## src/rtl/pbit_group_scheduler.sv

```systemverilog
// Graph-coloured Gibbs sweep sequencer: walks the group codes, freezes the network
// after each sweep for a valid/ready snapshot handoff, and counts sweeps to done.
module pbit_group_scheduler #(
    parameter int         NUM_GROUPS = 5,
    parameter int         DWELL_W    = 8,
    parameter int         SWEEP_W    = 16,
    parameter logic [2:0] IDLE_CODE  = 3'b111
) (
    input  logic               clk,
    input  logic               rst,
    input  logic               start,
    input  logic               abort,
    input  logic [SWEEP_W-1:0] num_sweeps,
    input  logic [DWELL_W-1:0] dwell_cycles,
    input  logic               skip_last,
    output logic [2:0]         group_EN,
    output logic               group_active,
    output logic               sample_valid,
    input  logic               sample_ready,
    output logic [SWEEP_W-1:0] sweep_count,
    output logic               busy,
    output logic               done
);

    typedef enum logic [1:0] {IDLE, RUN, SAMPLE, DONE} state_t;

    localparam logic [2:0] LAST_FULL = 3'(NUM_GROUPS - 1);
    localparam logic [2:0] LAST_SKIP = (NUM_GROUPS > 1) ? 3'(NUM_GROUPS - 2) : 3'd0;

    state_t             state, state_nx;
    logic [2:0]         g, g_nx;
    logic [DWELL_W-1:0] d, d_nx;
    logic [DWELL_W-1:0] cfg_dwell, cfg_dwell_nx;
    logic [SWEEP_W-1:0] cfg_sweeps, cfg_sweeps_nx;
    logic [2:0]         cfg_last, cfg_last_nx;
    logic [2:0]         group_en_nx;
    logic               active_nx, valid_nx, busy_nx, done_nx;
    logic [SWEEP_W-1:0] count_nx;

    // NOTE: every output is a flop; the combinational block only computes next values.
    always_ff @(posedge clk or posedge rst) begin
        if (rst) begin
            state        <= IDLE;
            g            <= '0;
            d            <= '0;
            cfg_dwell    <= '0;
            cfg_sweeps   <= '0;
            cfg_last     <= '0;
            group_EN     <= IDLE_CODE;
            group_active <= 1'b0;
            sample_valid <= 1'b0;
            sweep_count  <= '0;
            busy         <= 1'b0;
            done         <= 1'b0;
        end else begin
            state        <= state_nx;
            g            <= g_nx;
            d            <= d_nx;
            cfg_dwell    <= cfg_dwell_nx;
            cfg_sweeps   <= cfg_sweeps_nx;
            cfg_last     <= cfg_last_nx;
            group_EN     <= group_en_nx;
            group_active <= active_nx;
            sample_valid <= valid_nx;
            sweep_count  <= count_nx;
            busy         <= busy_nx;
            done         <= done_nx;
        end
    end

    always_comb begin
        // NOTE: hold-current defaults on every signal keep this block latch-free.
        state_nx      = state;
        g_nx          = g;
        d_nx          = d;
        cfg_dwell_nx  = cfg_dwell;
        cfg_sweeps_nx = cfg_sweeps;
        cfg_last_nx   = cfg_last;
        group_en_nx   = group_EN;
        active_nx     = group_active;
        valid_nx      = sample_valid;
        count_nx      = sweep_count;
        busy_nx       = busy;
        done_nx       = done;

        if (abort) begin
            state_nx    = IDLE;
            g_nx        = '0;
            d_nx        = '0;
            group_en_nx = IDLE_CODE;
            active_nx   = 1'b0;
            valid_nx    = 1'b0;
            busy_nx     = 1'b0;
            done_nx     = 1'b0;
        end else begin
            case (state)
                IDLE, DONE: begin
                    if (start) begin
                        // Zero dwell or sweep count would stall or never finish; clamp to 1.
                        cfg_dwell_nx  = (dwell_cycles == '0) ? DWELL_W'(1) : dwell_cycles;
                        cfg_sweeps_nx = (num_sweeps == '0) ? SWEEP_W'(1) : num_sweeps;
                        cfg_last_nx   = skip_last ? LAST_SKIP : LAST_FULL;
                        count_nx      = '0;
                        g_nx          = '0;
                        d_nx          = '0;
                        state_nx      = RUN;
                        group_en_nx   = 3'd0;
                        active_nx     = 1'b1;
                        busy_nx       = 1'b1;
                        done_nx       = 1'b0;
                    end
                end
                RUN: begin
                    if (d == cfg_dwell - DWELL_W'(1)) begin
                        d_nx = '0;
                        if (g < cfg_last) begin
                            g_nx        = g + 3'd1;
                            group_en_nx = g + 3'd1;
                        end else begin
                            count_nx    = sweep_count + SWEEP_W'(1);
                            group_en_nx = IDLE_CODE;
                            active_nx   = 1'b0;
                            valid_nx    = 1'b1;
                            state_nx    = SAMPLE;
                        end
                    end else begin
                        d_nx = d + DWELL_W'(1);
                    end
                end
                SAMPLE: begin
                    if (sample_valid && sample_ready) begin
                        valid_nx = 1'b0;
                        if (sweep_count == cfg_sweeps) begin
                            state_nx = DONE;
                            done_nx  = 1'b1;
                            busy_nx  = 1'b0;
                        end else begin
                            state_nx    = RUN;
                            g_nx        = '0;
                            d_nx        = '0;
                            group_en_nx = 3'd0;
                            active_nx   = 1'b1;
                        end
                    end
                end
                default: state_nx = IDLE;
            endcase
        end
    end

endmodule

```

## config.mk

```make
export PLATFORM = sky130hd
export DESIGN_NAME = pbit_group_scheduler
export DESIGN_NICKNAME = d
export VERILOG_FILES = /design/src/rtl/pbit_group_scheduler.sv
export SDC_FILE = /design/constraint.sdc
export NUM_CORES = 1
export LEC_CHECK = 0
export CAP_MARGIN = 20
export CORE_MARGIN = 4
export CORE_UTILIZATION = 50
export CTS_BUF_LIST = sky130_fd_sc_hd__clkbuf_4 sky130_fd_sc_hd__clkbuf_8
export DETAILED_ROUTE_END_ITERATION = 6
export PLACE_DENSITY = 0.74
export SLEW_MARGIN = 20
export SYNTH_ARGS = -nofsm -noshare
export SYNTH_HDL_FRONTEND = slang
export SYNTH_SLANG_ARGS = --single-unit
```

## constraint.sdc

```tcl
create_clock -name clk -period 4.2 [get_ports clk]
set_clock_uncertainty 0.2 [all_clocks]
set_input_delay 0.63 -clock clk [delete_from_list [all_inputs] [get_ports clk]]
set_output_delay 0.63 -clock clk [all_outputs]
set_load 0.01 [all_outputs]
```

Word level (Yosys, flattened, before mapping):

Cells that the tools add are included.

* register bits after elaboration: 63
* input bits: 30
* output and inout bits: 23

* $add $sub $neg: 4
* $lt $le $gt $ge: 1
* equal/unequal tests: 15
* mux-type cells: 52
* bitwise gates (word level): 1
* reductions and logical operators: 17

Operator list (count)
* $mux 16: 4
* $mux 8: 6
* $pmux 16 s2: 1
* $mux 3: 10
* $pmux 8 s3: 1
* $ne 3x3->1 const B: 7
* $pmux 3 s3: 2
* $mux 1: 17
* $add 16x1->16 const B: 1
* $eq 16x16->1: 1
* $logic_not 16->1: 1
* $reduce_and 4->1: 4
* $reduce_and 5->1: 3
* $mux 2: 6
* $add 8x1->8 const B: 1
* $eq 8x8->1: 1
* $logic_not 8->1: 1
* $sub 8x1->8 const B: 1
* $ne 2x2->1 const B: 3
* $pmux 1 s2: 3
* $pmux 2 s3: 1
* $reduce_and 3->1: 2
* $reduce_bool 3->1: 2
* $eq 2x2->1 const B: 2
* 9 further kinds: 9

Depth between registers and ports, before layout:

* word-level depth: 5
* depth in mapped cells: 12
* mapped depth without buffers: 9

Worst setup path before layout:

OpenSTA, ideal clock, no wires.

* kind: flip-flop to flip-flop
* start: register cfg_dwell[0]
* end: register sweep_count[5]
* data arrival time: 2.561 ns
* data required time: 3.867 ns
* path slack: 1.306 ns
* stages on the path, launching flop included: 13
* path buffers: 3
* cell sequence: dfrtp_1 -> clkbuf_1 -> inv_1 -> ha_1 -> nand2b_1 -> or4_1 -> a211oi_2 -> a211oi_2 -> nand2b_1 -> buf_4 -> buf_4 -> o311ai_0 -> nand2_1

* cells in the longest elaborated chain, start to end: 4

RTL lines
* start: declaration: line 33 `logic [DWELL_W-1:0] cfg_dwell, cfg_dwell_nx;`
* start signal: assignment: line 59 `cfg_dwell <= cfg_dwell_nx;`
* $sub 8x1->8: line 114 `if (d == cfg_dwell - DWELL_W'(1)) begin`
* $eq 8x8->1: line 114
* $ne 2x2->1 (no source line)
* $reduce_and 5->1 (no source line)
* end signal: assignment: line 65 `sweep_count <= count_nx;`
* end: declaration: line 20 `output logic [SWEEP_W-1:0] sweep_count,`

No other way between the ends.
A chain may end at the register's enable or synchronous reset.

Worst setup path in the final report:

* start: register cfg_dwell[0]
* end: register sweep_count[7]

Same word-level chain as after synthesis.

==> flow_results.org <==
** STA
- Minimum setup slack in the final design :: 0.937 ns
- Final hold viol count :: 0
- Headroom to the max-slew limit came out at 47.6%.
- Setup total negative slack :: 0 ns
- The worst path uses 77.7% of the clock period.
- Setup violations remaining at the end of the flow were counted as 0.
- Unrepaired setup endpoints after global routing :: no
- Final min period :: 3.26 ns
- For this run, the top clock speed supported by timing is 0.306 GHz.
- The tightest hold path in the finished design has a slack of 0.270 ns.
- For the pin with the worst max-slew slack, the measured transition is around 0.79 ns.
- The count of pins over their slew limit came to 0.

** Synth
- Sequential element share of the synthesized area :: 42.5%
- Synthesis handed over a netlist of 376 instances.
- The cell area that synthesis handed to floorplanning was 3660 um^2.
- Counting flops with a built-in enable in the synthesized netlist gives 0.
- Post-synthesis share of cell area spent on and, or, nand and nor gates :: a little over a fifth
- Largest family of logic cells by synthesized area :: simple AND/OR/NAND/NOR gates
- Share of flip-flops with an asynchronous set or reset after synthesis :: 100%
- The portion of synthesized area spent on multiplexers is 8.81%.
- The synthesized netlist devotes ~6.0% of its cell area to XOR and XNOR gates.
- Mean area per synthesized cell :: 9.74 um^2
- In this run, synthesis produced a sequential element count of between 60 and 70.
- Most common flop cell mapped by yosys :: sky130_fd_sc_hd__dfrtp_1
- Dominant cell type by area after synthesis :: sky130_fd_sc_hd__dfrtp_1
- The number of nets in the synthesized netlist is 414.
- Number of distinct library cells after synthesis :: 53
- Top area cells in the synthesized netlist :: sky130_fd_sc_hd__dfrtp_1 40%, sky130_fd_sc_hd__mux2_2 8.0%, sky130_fd_sc_hd__xor2_1 4.8%, sky130_fd_sc_hd__nand2_1 4.1%, sky130_fd_sc_hd__ha_1 2.7%
- Summing the areas of all compound-gate instances in the mapped netlist gives 15.1% of the synthesized area.
- After Yosys synthesis, full adders, half adders and majority gates account for 2.73% of the synthesized area.
- The Yosys step of the flow raised 0 warnings.
- The top cell type by area accounts for between 40 and 50% of the synthesized area.

** Final layout
- After routing the design area is 4480 um^2.
- Relative to the synthesized area, the layout overhead comes to 22.2%.
- Layout Nets :: 462
- Most frequent standard cell in the layout excluding fill and tap cells :: sky130_fd_sc_hd__dfrtp_1
- Number of standard cells in the layout, taps in and fillers out :: 525
- Number of diodes added for antenna fixing :: 0
- Post-layout util :: 64.5%
- Commonest cells after routing, fill and taps aside :: 59 x sky130_fd_sc_hd__dfrtp_1, 52 x sky130_fd_sc_hd__clkdlybuf4s50_1, 40 x sky130_fd_sc_hd__nand2_1, 26 x sky130_fd_sc_hd__mux2_2, 20 x sky130_fd_sc_hd__xor2_1
- Of the cells placed in the final design, the portion with a size suffix greater than 1 is a little over an eighth.

** Route
- Using the TritonRoute via totals, the vias-per-cell ratio works out to 5.94.
- Initial detailed-routing violation count :: approximately 190
- Via total after detailed routing :: 3118
- DRC violations left :: 0
- After detailed routing, the total wire length is 8800 um.
- For this run, the detailed router's first-pass iteration total came to 4.
- DRT antenna net count :: 0
- Routed wire per std cell :: 16.8 um

** Pwr
- VDD sags by at most 0.000281 V.
- The analysis attributes to cell leakage a power of 1.85 nW.
- Power spread over the standard cell area amounts to 541 nW/um^2.
- Final total power :: approximately 2.4 mW

** Global route
- Pin count of the biggest net entering global routing :: 63
- The number of global-route vias before repair was 3005.
- Overall routing resource usage :: 21.5%
- Wire length of the first global-routing pass :: approximately 15000 um
- The initial antenna violation count is 0.
- Total grt overflow :: 0

** Worst setup path
- The worst setup path is captured at a flip-flop.
- Worst Reg2Reg Path Length in Cells :: 9
- For the worst setup path, the data arrival time is 3.26 ns.
- In this run the worst path has a maximum fanout of 19.
- STA puts the critical path data required time at ~4.2 ns.
- STA classifies the critical path startpoint as a flip-flop.
- Type of the worst setup path :: flip-flop to flip-flop

** Clock tree
- The clock tree synthesis step divided the H-tree into 3 levels.
- Counting every sink on the clock net gives 62.
- Clock edge transition at the registers on the reported setup and hold paths :: approximately 0.070 ns
- Post-CTS Setup Inserts :: 0
- Clock latency on the worst-skew pair, taken at its later pin, is 0.35 ns.
- Total of hold buffers inserted after clock tree synthesis :: 0
- Maximum clock path buffer count :: 2
- Cells resized by post-CTS repair :: 0
- CTS tree :: yes
- Clock buffer count from CTS :: 9
- Root buffer cell :: sky130_fd_sc_hd__clkbuf_8

** Placement
- The number of placed instances, taps included, is 509.
- The congestion estimate from routability-driven global placement came to 0.901.
- DPL Wire Length :: about 6300 um
- Once placement finished, the instance area stood at 4250 um^2.
- PortBufs :: 52
- OpenSTA, run right after detailed placement, puts the worst setup slack at ~0.99 ns.

** Min path
- The min-delay analysis places its worst path in the category flip-flop to flip-flop.
- The worst hold path was traced through 2 stages.

** Run
- Count of max-cap constraint violations :: 0

** Floorplanning
- The die covers approximately 8800 um^2.
- Die Width :: 93.6 um
- The floorplan has 30 rows.
- Top-Level Pins :: 53
- The floorplan step set the die height to roughly 94 um.
- The floorplan step defined a core boundary enclosing 6940 um^2.
- The initial utilization of the core area, before any placement, comes to 52.7%.

** Run status
- Outcome :: finished, final reports clean
where the power goes:
| part | leakage, nW | switching (mW) | internal, mW |
|---|---|---|---|
| clock network | 0.112 | 0.239 | 0.346 |
| registers | 0.776 | 0.229 | 0.781 |
| logic | 0.957 | 0.388 | 0.437 |
layout make-up:
type	instances	area, um^2
Clock buffer	14	186
Clock inverter	2	37.5
Fill cell	577	2470
Inverter	16	60.1
Multi-Input combinational cell	279	1970
Sequential cell	62	1560
Tap cell	96	120
Timing Repair Buffer	56	551
cells in the mapped netlist, drive strengths merged, types with 2 or more instances:
cell,instances
a21o,2
xnor2,5
or4,4
dfstp,3
o21ai,20
nand4,7
xor2,20
a211oi,2
a22o,5
nand2b,9
nor4b,3
or3,4
nand3b,7
buf,3
mux2i,3
dfrtp,59
a21oi,8
o31ai,3
and2,3
clkbuf,16
o31a,2
o2bb2ai,5
ha,8
nor2b,5
nand4b,2
a31o,2
nor4,9
nor3b,2
mux2,26
or2,2
nor2,11
nand3,14
and3,8
o311ai,10
nor3,8
nand2,40
o211ai,7
o22ai,2
inv,16
flip-flops by register name (all words and copies together) (netlist names):
signal and count:
cfg_sweeps 16, busy 1, cfg_dwell 8, cfg_last 2, state 2, done 1
sample_valid 1, group_active 1, sweep_count 16, group_EN 3, g 3, d 8
critical path: stages, from the launching register on:
cell and delay [ns]:
sky130_fd_sc_hd__dfrtp_1 0.47, sky130_fd_sc_hd__inv_1 0.11, sky130_fd_sc_hd__ha_1 0.28, sky130_fd_sc_hd__nand2b_1 0.16, sky130_fd_sc_hd__or4_1 0.42, sky130_fd_sc_hd__a211oi_2 0.26
sky130_fd_sc_hd__a211oi_2 0.12, sky130_fd_sc_hd__nand2b_1 0.47, sky130_fd_sc_hd__o311ai_0 0.42, sky130_fd_sc_hd__o311ai_0 0.20
cells by family (layout without fill, tap and decap cells):
family,after synthesis,after routing
xor gates and xnor gates,25,25
muxes,29,29
adders and majority gates,8,8
AOI/OAI and AO/OA,76,76
DFF,62,62
buffers and inverters,35,88
and+or+nand+nor,141,141
routing by layer:
metal	share of wire [%]	vias to the layer above	track usage (%)	wire, um
li1	-	1489	-	-
met2	46	105	32.6	4010
met1	47	1513	30.7	4160
met4	1.8	0	9.03	157
met3	5.4	11	3.06	475
met5	0	-	0	0
final timing paths:
check	start	end	slack (ns)
setup / recovery	cfg_dwell[0]	sweep_count[7]	0.94
hold / removal	group_EN[2]	group_EN[2]	0.27
setup reg to reg	cfg_dwell[0]	sweep_count[7]	0.94
hold reg to reg	group_EN[2]	group_EN[2]	0.27
max in group asynchronous	rst	d[4]	2.65
min in group asynchronous	rst	cfg_dwell[5]	0.63
No activity file was read; power rests on OpenSTA's default activity.
